`config.mk`:
```
export PLATFORM = sky130hd
export DESIGN_NAME = jtag_data_registers
export DESIGN_NICKNAME = d
export VERILOG_FILES = /design/src/rtl/jtag_data_registers.sv
export SDC_FILE = /design/constraint.sdc
export NUM_CORES = 1
export LEC_CHECK = 0
export ABC_AREA = 1
export CORE_MARGIN = 2
export CORE_UTILIZATION = 50
export DETAILED_ROUTE_END_ITERATION = 10
export DONT_BUFFER_PORTS = 1
export GPL_ROUTABILITY_DRIVEN = 0
export SKIP_CTS_REPAIR_TIMING = 1
export SLEW_MARGIN = 20
export SYNTH_ARGS = -nofsm -noshare
export SYNTH_HDL_FRONTEND = slang
export SYNTH_SLANG_ARGS = --single-unit
```
`constraint.sdc`:
```
create_clock -name clk -period 1.9 [get_ports clk]
set_input_delay 0.095 -clock clk [delete_from_list [all_inputs] [get_ports clk]]
set_output_delay 0.095 -clock clk [all_outputs]
set_load 0.02 [all_outputs]
```
`src/rtl/jtag_data_registers.sv`:
```
// JTAG instruction register plus the three data registers behind it
// (BYPASS, IDCODE, USER). It is driven by TAP phase levels from an
// external TAP controller. Everything is clocked on the rising edge of clk.
//
// Ports:
//   clk, reset            block clock; synchronous active-high reset
//   tdi                   serial test data in
//   captureIR, shiftIR    IR phase levels
//   captureDR, shiftDR    DR phase levels
//   updateIR, updateDR    update levels; only the rising edge acts
//   user_dr_in            parallel value captured into the USER chain
//   tdo, tdo_en           serial data out and its drive enable
//   ir_value              current (already updated) instruction
//   user_dr_out           updated USER register
//   user_upd              one-cycle pulse when user_dr_out is loaded
module jtag_data_registers #(
  parameter int              IR_W       = 4,
  parameter int              USER_W     = 8,
  parameter logic [31:0]     IDCODE_VAL = 32'h1000_0001,
  parameter logic [IR_W-1:0] OP_IDCODE  = IR_W'(4'h1),
  parameter logic [IR_W-1:0] OP_USER    = IR_W'(4'h2),
  parameter logic [IR_W-1:0] OP_BYPASS  = IR_W'(4'hF)
) (
  input  logic              clk,
  input  logic              reset,
  input  logic              tdi,
  input  logic              captureIR,
  input  logic              shiftIR,
  input  logic              captureDR,
  input  logic              shiftDR,
  input  logic              updateIR,
  input  logic              updateDR,
  input  logic [USER_W-1:0] user_dr_in,
  output logic              tdo,
  output logic              tdo_en,
  output logic [IR_W-1:0]   ir_value,
  output logic [USER_W-1:0] user_dr_out,
  output logic              user_upd
);

  typedef enum logic [1:0] {SEL_BYP, SEL_ID, SEL_USR} dr_sel_e;

  logic [IR_W-1:0]   ir_shift;
  logic              byp;
  logic [31:0]       id_shift;
  logic [USER_W-1:0] usr_shift;
  logic              upd_ir_q, upd_dr_q;
  dr_sel_e           sel;
  logic              ir_phase, dr_cap, dr_shf;

  // OP_BYPASS falls into the default arm along with every unassigned code.
  always_comb begin
    if (ir_value == OP_IDCODE)    sel = SEL_ID;
    else if (ir_value == OP_USER) sel = SEL_USR;
    else                          sel = SEL_BYP;
  end

  // IR activity blocks the DR chains. Capture takes precedence over shift.
  assign ir_phase = captureIR | shiftIR;
  assign dr_cap   = captureDR & ~ir_phase;
  assign dr_shf   = shiftDR & ~captureDR & ~ir_phase;

  always_ff @(posedge clk) begin
    if (reset) begin
      ir_shift    <= '0;
      ir_value    <= OP_IDCODE;
      byp         <= 1'b0;
      id_shift    <= IDCODE_VAL;
      usr_shift   <= '0;
      user_dr_out <= '0;
      user_upd    <= 1'b0;
      upd_ir_q    <= 1'b0;
      upd_dr_q    <= 1'b0;
    end else begin
      // The edge-detect flops are cleared by reset. An update level that is
      // already high when reset drops is therefore seen as a fresh edge.
      upd_ir_q <= updateIR;
      upd_dr_q <= updateDR;
      user_upd <= 1'b0;

      if (captureIR)    ir_shift <= IR_W'(2'b01);
      else if (shiftIR) ir_shift <= {tdi, ir_shift[IR_W-1:1]};

      if (updateIR && !upd_ir_q) ir_value <= ir_shift;

      // sel comes from the pre-edge ir_value. A new instruction therefore
      // takes effect on the following cycle, and DR contents stay untouched.
      if (dr_cap) begin
        case (sel)
          SEL_ID:  id_shift  <= IDCODE_VAL;
          SEL_USR: usr_shift <= user_dr_in;
          default: byp       <= 1'b0;
        endcase
      end else if (dr_shf) begin
        case (sel)
          SEL_ID:  id_shift  <= {tdi, id_shift[31:1]};
          SEL_USR: usr_shift <= {tdi, usr_shift[USER_W-1:1]};
          default: byp       <= tdi;
        endcase
      end

      if (updateDR && !upd_dr_q && sel == SEL_USR) begin
        user_dr_out <= usr_shift;
        user_upd    <= 1'b1;
      end
    end
  end

  always_comb begin
    tdo = 1'b0;
    if (shiftIR) tdo = ir_shift[0];
    else if (shiftDR) begin
      case (sel)
        SEL_ID:  tdo = id_shift[0];
        SEL_USR: tdo = usr_shift[0];
        default: tdo = byp;
      endcase
    end
  end

  assign tdo_en = shiftIR | shiftDR;

endmodule

```
==> After elaboration in Yosys (flattened, before gate mapping) <==
Cells that the tools add are included.
{ "word_totals": {"latchBits": 0, "ram_bits": 0, "regBits": 60, "rom_bits": 0, "mem_count": 0, "in_bits": 17, "word_cells": 55} }
{ "op_classes": {"add_sub_neg": 0, "n_reduce_logical": 12, "n_mux": 20, "n_eq_ne": 6, "div_mod_pow": 0, "bitwise": 7, "n_lt_le_gt_ge": 0, "shift": 0, "multipliers": 0} }
{ "ops": {"columns": ["op", "count"], "rows": [
  ["2-to-1 mux 32 bit", 4],
  ["2-to-1 mux 8 bit", 4],
  ["2-to-1 mux 1 bit", 9],
  ["== test 4 x 1 -> 1 bit, second input constant", 1],
  ["== test 4 x 2 -> 1 bit, second input constant", 1],
  ["2-to-1 mux 2 bit", 2],
  ["inequality test 2 bit, second input constant", 2],
  ["AND reduction 2 bit", 2],
  ["nonzero test 2 bit", 2],
  ["OR reduction 2 bit", 2],
  ["bitwise AND 1 bit", 3],
  ["logical AND 1 bit", 3],
  ["AND reduction 3 bit", 1],
  ["== test 2 x 1 -> 1 bit, second input constant", 1],
  ["== test 2 bit, second input constant", 1],
  ["zero test 1 bit", 2],
  ["inverter 1 bit", 2],
  ["bitwise OR 1 bit", 2],
  ["case mux 1 bit (2 select lines)", 1]
]} }

==> Logic depth before layout (Yosys ltp) <==
Gate-level depths: netlist (run 1).
{ "logic_depth": {"word_depth": 8, "ltp_mapped": 8} }

==> Least setup slack after synthesis (run 1) <==
OpenSTA, ideal clock, no wires.
{ "synth_path": {"kind": "flip-flop to flip-flop", "from": "register ir_value[1]", "to": "register usr_shift[5]", "arrival_ns": 1.256, "path_slack_ns": 0.529, "setup_time_ns": 0.116, "path_stages_with_launch": 9, "t_required_ns": 1.784, "cell_sequence": "dfxtp_1 > inv_1 > nor2_4 > nand2_4 > nor2_4 > buf_6 > nand2_1 > nor2_1 > nor2_1"} }
{ "synth_via": {"elab_chain_cells": 5, "elab_cells_between_ends": 6} }
{ "synth_lines": {"columns": ["element", "line_no", "source"], "rows": [
  ["start: declaration", "36", "output logic [IR_W-1:0] ir_value,"],
  ["start signal: assignment", "84", "if (updateIR && !upd_ir_q) ir_value <= ir_shift;"],
  ["== test 4 x 2 -> 1 bit", "54", "else if (ir_value == OP_USER) sel = SEL_USR;"],
  ["2-to-1 mux 2 bit", "54", null],
  ["2-to-1 mux 2 bit (*)", "53", "if (ir_value == OP_IDCODE) sel = SEL_ID;"],
  ["== test 2 bit (*)", "89, 95", null],
  ["AND reduction 2 bit (no line) (*)", null, null],
  ["end signal: assignment", "91", "SEL_USR: usr_shift <= user_dr_in;"],
  ["end signal: assignment", "97", "SEL_USR: usr_shift <= {tdi, usr_shift[USER_W-1:1]};"],
  ["end: declaration", "46", "logic [USER_W-1:0] usr_shift;"]
]} }
Mark *: on every way between the ends. The rest lies on a longest branch, timed or not.
A chain may end at the register's enable or synchronous reset.

==> Worst setup path in the final report (run 1) <==
{ "layout_path": {"from": "register ir_value[1]", "to": "output port tdo"} }
{ "layout_via": {"elab_chain_cells": 7, "elab_cells_between_ends": 9} }
{ "layout_lines": {"columns": ["element", "line_no", "source"], "rows": [
  ["== test 4 x 2 -> 1 bit", "54", null],
  ["2-to-1 mux 2 bit", "54", null],
  ["2-to-1 mux 2 bit (*)", "53", null],
  ["== test 2 bit or == test 2 x 1 -> 1 bit (tied branches)", "113", "case (sel)"],
  ["case mux 1 bit (2 select lines) (*)", "113", null],
  ["2-to-1 mux 1 bit (*)", "112", "else if (shiftDR) begin"],
  ["2-to-1 mux 1 bit (*)", "111", "if (shiftIR) tdo = ir_shift[0];"],
  ["end: declaration", "34", "output logic tdo,"]
]} }
Marked as above.

==> results of run 1 <==
==> worst max-delay path: stages (launching register included) <==
cell	delay, ps
dfxtp_1	520
inv_1	140
nor2_4	130
nand3_1	70
nand2_1	70
inv_1	30
nand2_1	60
nand2_1	50
nand2_1	160
==> stage by stage <==
stage / hold slack (ps) / total power [mW] / area [um2] / utilization, % / cells
4_1_cts: -182 / 2.66 / 2730 / 56.7 / 422
6_report: 24.0 / 2.65 / 2810 / 58.4 / 429
5_1_grt: 31.3 / 2.77 / 2810 / 58.4 / 429
2_1_floorplan: 220 / 1.58 / 2540 / - / 354
3_5_place_dp: 172 / 1.59 / 2540 / 52.8 / 407
3_3_place_gp: 171 / 1.59 / 2540 / 52.8 / 407
==> power by group through the flow <==
stage | Clock, mW | Sequential, mW | Combinational (mW)
floorplan | 0 | 1.37 | 0.203
global placement | 0 | 1.38 | 0.212
detailed placement | 0 | 1.38 | 0.213
CTS | 1.09 | 1.35 | 0.214
global route | 1.13 | 1.36 | 0.281
finish | 1.06 | 1.35 | 0.240
==> registers in the layout, summed over array words and instances (netlist names) <==
register,count
id_shift,32
user_dr_out,8
usr_shift,8
ir_shift,4
ir_value,4
byp,1
upd_dr_q,1
upd_ir_q,1
user_upd,1
==> Yosys cell counts <==
cell,n
clkbuf_1,5
buf_2,5
nor2_8,1
nand2_1,95
nand3_1,15
inv_2,1
o21ai_2,1
a21oi_1,11
nand2_4,1
clkinv_2,1
o21ai_0,33
dfxtp_1,60
buf_6,8
nor2_1,75
nand2_2,3
o21ai_1,13
o211ai_1,1
inv_1,20
nor2_4,5
==> final cells by class <==
| cell class | instances | area (um2) | share of cell area (%) |
|---|---|---|---|
| Sequential cell | 60 | 1200 | 42.7 |
| Inverter | 22 | 83.8 | 2.98 |
| Clock buffer | 14 | 183 | 6.49 |
| Clock inverter | 1 | 5.00 | 0.178 |
| Multi-Input combinational cell | 254 | 1120 | 39.9 |
| Timing Repair Buffer | 11 | 135 | 4.80 |
| Tap cell | 67 | 83.8 | 2.98 |
==> logic make-up after synthesis <==
kind of cell / count (synthesis)
buf+inv: 40
simple gates: 195
compound gates: 59
flops: 60
==> metal layers <==
layer | GRT usage (%) | vias to the layer above | share of wire (%)
met2 | 26.1 | 29 | 44
met4 | 9.94 | 0 | 0.94
met5 | 0 | - | 0
li1 | - | 1112 | -
met1 | 22.9 | 910 | 52
met3 | 4.15 | 4 | 3.4
==> final timing paths <==
path	slack, ps	startpoint	end	cells after the start
worst max-delay path	260	ir_value[1]	tdo	8
worst min-delay path	20	user_dr_in[5]	usr_shift[5]	4
worst max register to register	310	ir_value[0]	id_shift[21]	8
worst min register to register	470	usr_shift[0]	user_dr_out[0]	2
==> flow_metrics.env, run 1 <==
export IMPL_drt_pass1_iterations=4
export IMPL_cts_sinks=60
export IMPL_die_y_um=75.3
export IMPL_syn_area_mm2=0.00254
export IMPL_die_width_um=75.3
export IMPL_clock_path_buffers=2
export IMPL_syn_avg_cell_area_um2=7.17
export IMPL_synthMuxAreaShare_pct=0
export IMPL_global_route_overflow_total=0
export IMPL_grt_max_degree=42
export IMPL_layout_drive_gt1_share_pct=8.84
export IMPL_synth_top_family_by_area="simple AND/OR/NAND/NOR gates"
export IMPL_first_global_vias=1756
export IMPL_vias=2055
export IMPL_finalCriticalPeriod_ps=1640
export IMPL_drt_wl_total_mm=4.66
export IMPL_ir_worst_vdd_mv=0.531
export IMPL_p_per_area_mw_per_mm2=943
export IMPL_final_cell_mix="95 x nand2_1, 75 x nor2_1, 60 x dfxtp_1"
export IMPL_seqPwrFrac_pct=51.0
export IMPL_crit_arrival_ps=1550
export IMPL_cts_root_buffer="clkbuf_8"
export IMPL_status="complete, no violations"
export IMPL_setup_viol=0
export IMPL_syn2layout_area_growth_pct=10.7
export IMPL_routedWlPerCell_um=10.9
export IMPL_fillers=494
export IMPL_track_usage_pct=17.4
export IMPL_ys_warn_count=0
export IMPL_synthTopCellsByArea="dfxtp_1 47%, nand2_1 14%, nor2_1 11%"
export IMPL_clock_latency_ps=320
export IMPL_start_util_pct=52.7
export IMPL_worst_pin_slew_ps=497
export IMPL_nets=375
export IMPL_cp_required_ps=1800
export IMPL_p_comb_share_pct=9.1
export IMPL_layout_commonest_cell="nand2_1"
export IMPL_diodes=0
export IMPL_place_hpwl_mm=2.95
export IMPL_synth_top_area_share_pct=47.3
export IMPL_drtIter0Drc=113
export IMPL_post_place_ws_ps=315
export IMPL_netSwitchingFraction_pct=24.1
export IMPL_max_slew_margin_rel_pct=66.8
export IMPL_end_kind="primary output"
export IMPL_hold_class="input pin to flop"
export IMPL_core_area_mm2=0.00482
export IMPL_p_leak_nw=1.17
export IMPL_yosys_area_share_adder_pct=0
export IMPL_grt_pass1_wl_mm=7.47
export IMPL_syn_nets=371
export IMPL_drc=0
export IMPL_cts_tree="yes"
export IMPL_synth_xor_area_share_pct=0
export IMPL_pwr_share_clk_pct=39.9
export IMPL_path_class="flop to primary output"
export IMPL_finalHoldViolations=0
export IMPL_yosysUniqueCellTypes=19
export IMPL_syn_inst=354
export IMPL_cp_max_fo=3
export IMPL_finalClockSkew_ps=6.77
export IMPL_ys_seq_area_share_pct=47.3
export IMPL_switchingPower_mw=0.638
export IMPL_antenna_found_initial=0
export IMPL_p_int_mw=2.01
export IMPL_dieArea_mm2=0.00567
export IMPL_post_synth_top_area_cell="dfxtp_1"
export IMPL_pin_count=32
export IMPL_viasPerCell=4.79
export IMPL_drtAntennaViolNets=0
export IMPL_num_rows=25
export IMPL_rsz0062_at_grt="false"
export IMPL_setup_tns_ps=0
export IMPL_startpoint_type="flop"
export IMPL_clkTransAtPathRegs_ps=60
export IMPL_htreeDepth=3
export IMPL_ys_ff_latch=60
export IMPL_period_share_pct=86.5
export IMPL_synth_compound_area_share_pct=11.9
export IMPL_synthSimpleGateAreaFrac_pct=32.3
export IMPL_slew_violations=0
export IMPL_setup_ws_ps=257
export IMPL_drv_cap=0
export IMPL_fmax_mhz=609
export IMPL_cts_buffers=9
export IMPL_io_buffers=0
No activity file was read; power rests on OpenSTA's default activity.
==> run 2: changes to the inputs <==
Settings changed: PLACE_DENSITY from default to 0.68.
Clock period 1.9 ns to 1.4 ns, I/O delays scaled along.
==> flow_metrics.env, run 2 (synthesis gave the netlist of run 1 again) <==
export IMPL_status="finished with violations"
export IMPL_violations="hold timing"
export IMPL_p_int_mw=2.80
export IMPL_hold_class="input pin to flop"
export IMPL_finalHoldViolations=3
export IMPL_first_global_vias=1772
export IMPL_wl_met1_mm=2.40
export IMPL_dpl_cell_count=412
export IMPL_grt_max_degree=42
export IMPL_wl_met2_mm=2.17
export IMPL_place_hpwl_mm=3.00
export IMPL_p_per_area_mw_per_mm2=1270
export IMPL_drt_pass1_iterations=5
export IMPL_htreeDepth=3
export IMPL_cts_tree="yes"
export IMPL_finalClockSkew_ps=9.55
export IMPL_slew_violations=0
export IMPL_r2r_cells=7
export IMPL_fmax_mhz=720
export IMPL_end_kind="primary output"
export IMPL_drv_cap=0
export IMPL_die_y_um=75.3
export IMPL_r2r_start="ir_value[3]"
export IMPL_setup_tns_ps=0
export IMPL_met3_length_um=217
export IMPL_core_area_mm2=0.00482
export IMPL_rsz0062_at_grt="true"
export IMPL_hp_start="user_dr_in[7]"
export IMPL_drtIter0Drc=136
export IMPL_r2r_end="id_shift[2]"
export IMPL_track_usage_pct=18.1
export IMPL_top_regs="id_shift: 32 flops, user_dr_out: 8 flops, usr_shift: 8 flops"
export IMPL_pin_count=32
export IMPL_cts_root_buffer="clkbuf_8"
export IMPL_fin_area_mm2=0.00292
export IMPL_die_width_um=75.3
export IMPL_io_buffers=0
export IMPL_setup_viol=0
export IMPL_p_comb_share_pct=9.9
export IMPL_ir_worst_vdd_mv=1.01
export IMPL_start_util_pct=52.7
export IMPL_final_cell_mix="94 x nand2_1, 75 x nor2_1, 57 x dfxtp_1"
export IMPL_vias=2159
export IMPL_max_slew_margin_rel_pct=66.8
export IMPL_cp_max_fo=5
export IMPL_post_dp_cell_area_mm2=0.00258
export IMPL_cp_required_ps=1330
export IMPL_viasPerCell=4.91
export IMPL_drc=0
export IMPL_drt_wl_total_mm=4.89
export IMPL_whs_path_depth=4
export IMPL_pwr_share_clk_pct=40.9
export IMPL_period_share_pct=99.2
export IMPL_startpoint_type="flop"
export IMPL_routed_top_layer="met4"
export IMPL_switchingPower_mw=0.910
export IMPL_largest_reg_flops=32
export IMPL_post_place_ws_ps=64.1
export IMPL_drtAntennaViolNets=0
export IMPL_clkTransAtPathRegs_ps=70
export IMPL_syn2layout_area_growth_pct=15.0
export IMPL_layout_commonest_cell="nand2_1"
export IMPL_global_route_overflow_total=0
export IMPL_clock_path_buffers=2
export IMPL_rrSetupSlack_ps=80
export IMPL_layout_drive_gt1_share_pct=11.5
export IMPL_largest_register="id_shift"
export IMPL_num_rows=25
export IMPL_holdPathEnd="usr_shift[7]"
export IMPL_p_leak_nw=1.22
export IMPL_crit_arrival_ps=1320
export IMPL_holdWs_ps=-10.7
export IMPL_fillers=472
export IMPL_nets=385
export IMPL_grt_pass1_wl_mm=7.62
export IMPL_setup_ws_ps=11.4
export IMPL_seqPwrFrac_pct=49.2
export IMPL_dieArea_mm2=0.00567
export IMPL_diodes=0
export IMPL_netSwitchingFraction_pct=24.5
export IMPL_antenna_found_initial=0
export IMPL_fin_cells=440
export IMPL_clock_latency_ps=330
export IMPL_cts_sinks=60
export IMPL_worst_pin_slew_ps=497
export IMPL_power_mw=3.71
export IMPL_cts_buffers=9
export IMPL_routedWlPerCell_um=11.1
export IMPL_finalCriticalPeriod_ps=1390
export IMPL_path_class="flop to primary output"
[run 2: per-stage QoR]
step	utilization [%]	hold slack, ps
floorplan	-	195
global placement	53.6	146
detailed placement	53.6	147
CTS	57.6	-217
global route	60.6	4.85
finish	60.6	-10.7
[run 2: cell type report]
class	count	area, um2	area share, %
inverters	22	83.8	2.87
well taps	67	83.8	2.87
repair buffers	21	223	7.63
multi-input cells	254	1130	38.6
clock buffers	12	145	4.97
clock inverters	4	48.8	1.67
flip-flops and latches	60	1210	41.3
[run 2: worst max-delay path by stage]
stage | from | end | slack [ps] | cells past startpoint
2_1_floorplan | ir_value[1] | usr_shift[5] | 30 | 8
5_1_grt | ir_value[3] | tdo | -80 | 7
6_report | ir_value[3] | tdo | 10 | 6
3_3_place_gp | ir_value[1] | usr_shift[3] | 70 | 7
4_1_cts | ir_value[1] | tdo | -100 | 8
3_5_place_dp | ir_value[0] | id_shift[5] | 60 | 8
[run 2: power by group through the flow]
stage | logic [mW] | clock network [mW] | registers (mW)
after CTS | 0.317 | 1.56 | 1.83
after detailed placement | 0.316 | 0 | 1.86
after floorplan | 0.275 | 0 | 1.86
final | 0.367 | 1.52 | 1.83
after global placement | 0.311 | 0 | 1.86
after global routing | 0.420 | 1.63 | 1.84
[run 2: metal layers]
layer / vias up / track usage (%)
li1: 1139 / -
met3: 9 / 4.69
met5: - / 0
met1: 952 / 22.1
met4: 0 / 11.7
met2: 59 / 28.2
[run 2: critical path: stages, from the launching register on]
cell     delay [ps]
dfxtp_2         340
nor2_4          190
nand2_2         140
nand3_1          90
nand2_1          70
nand2_1          70
nand2_2         100
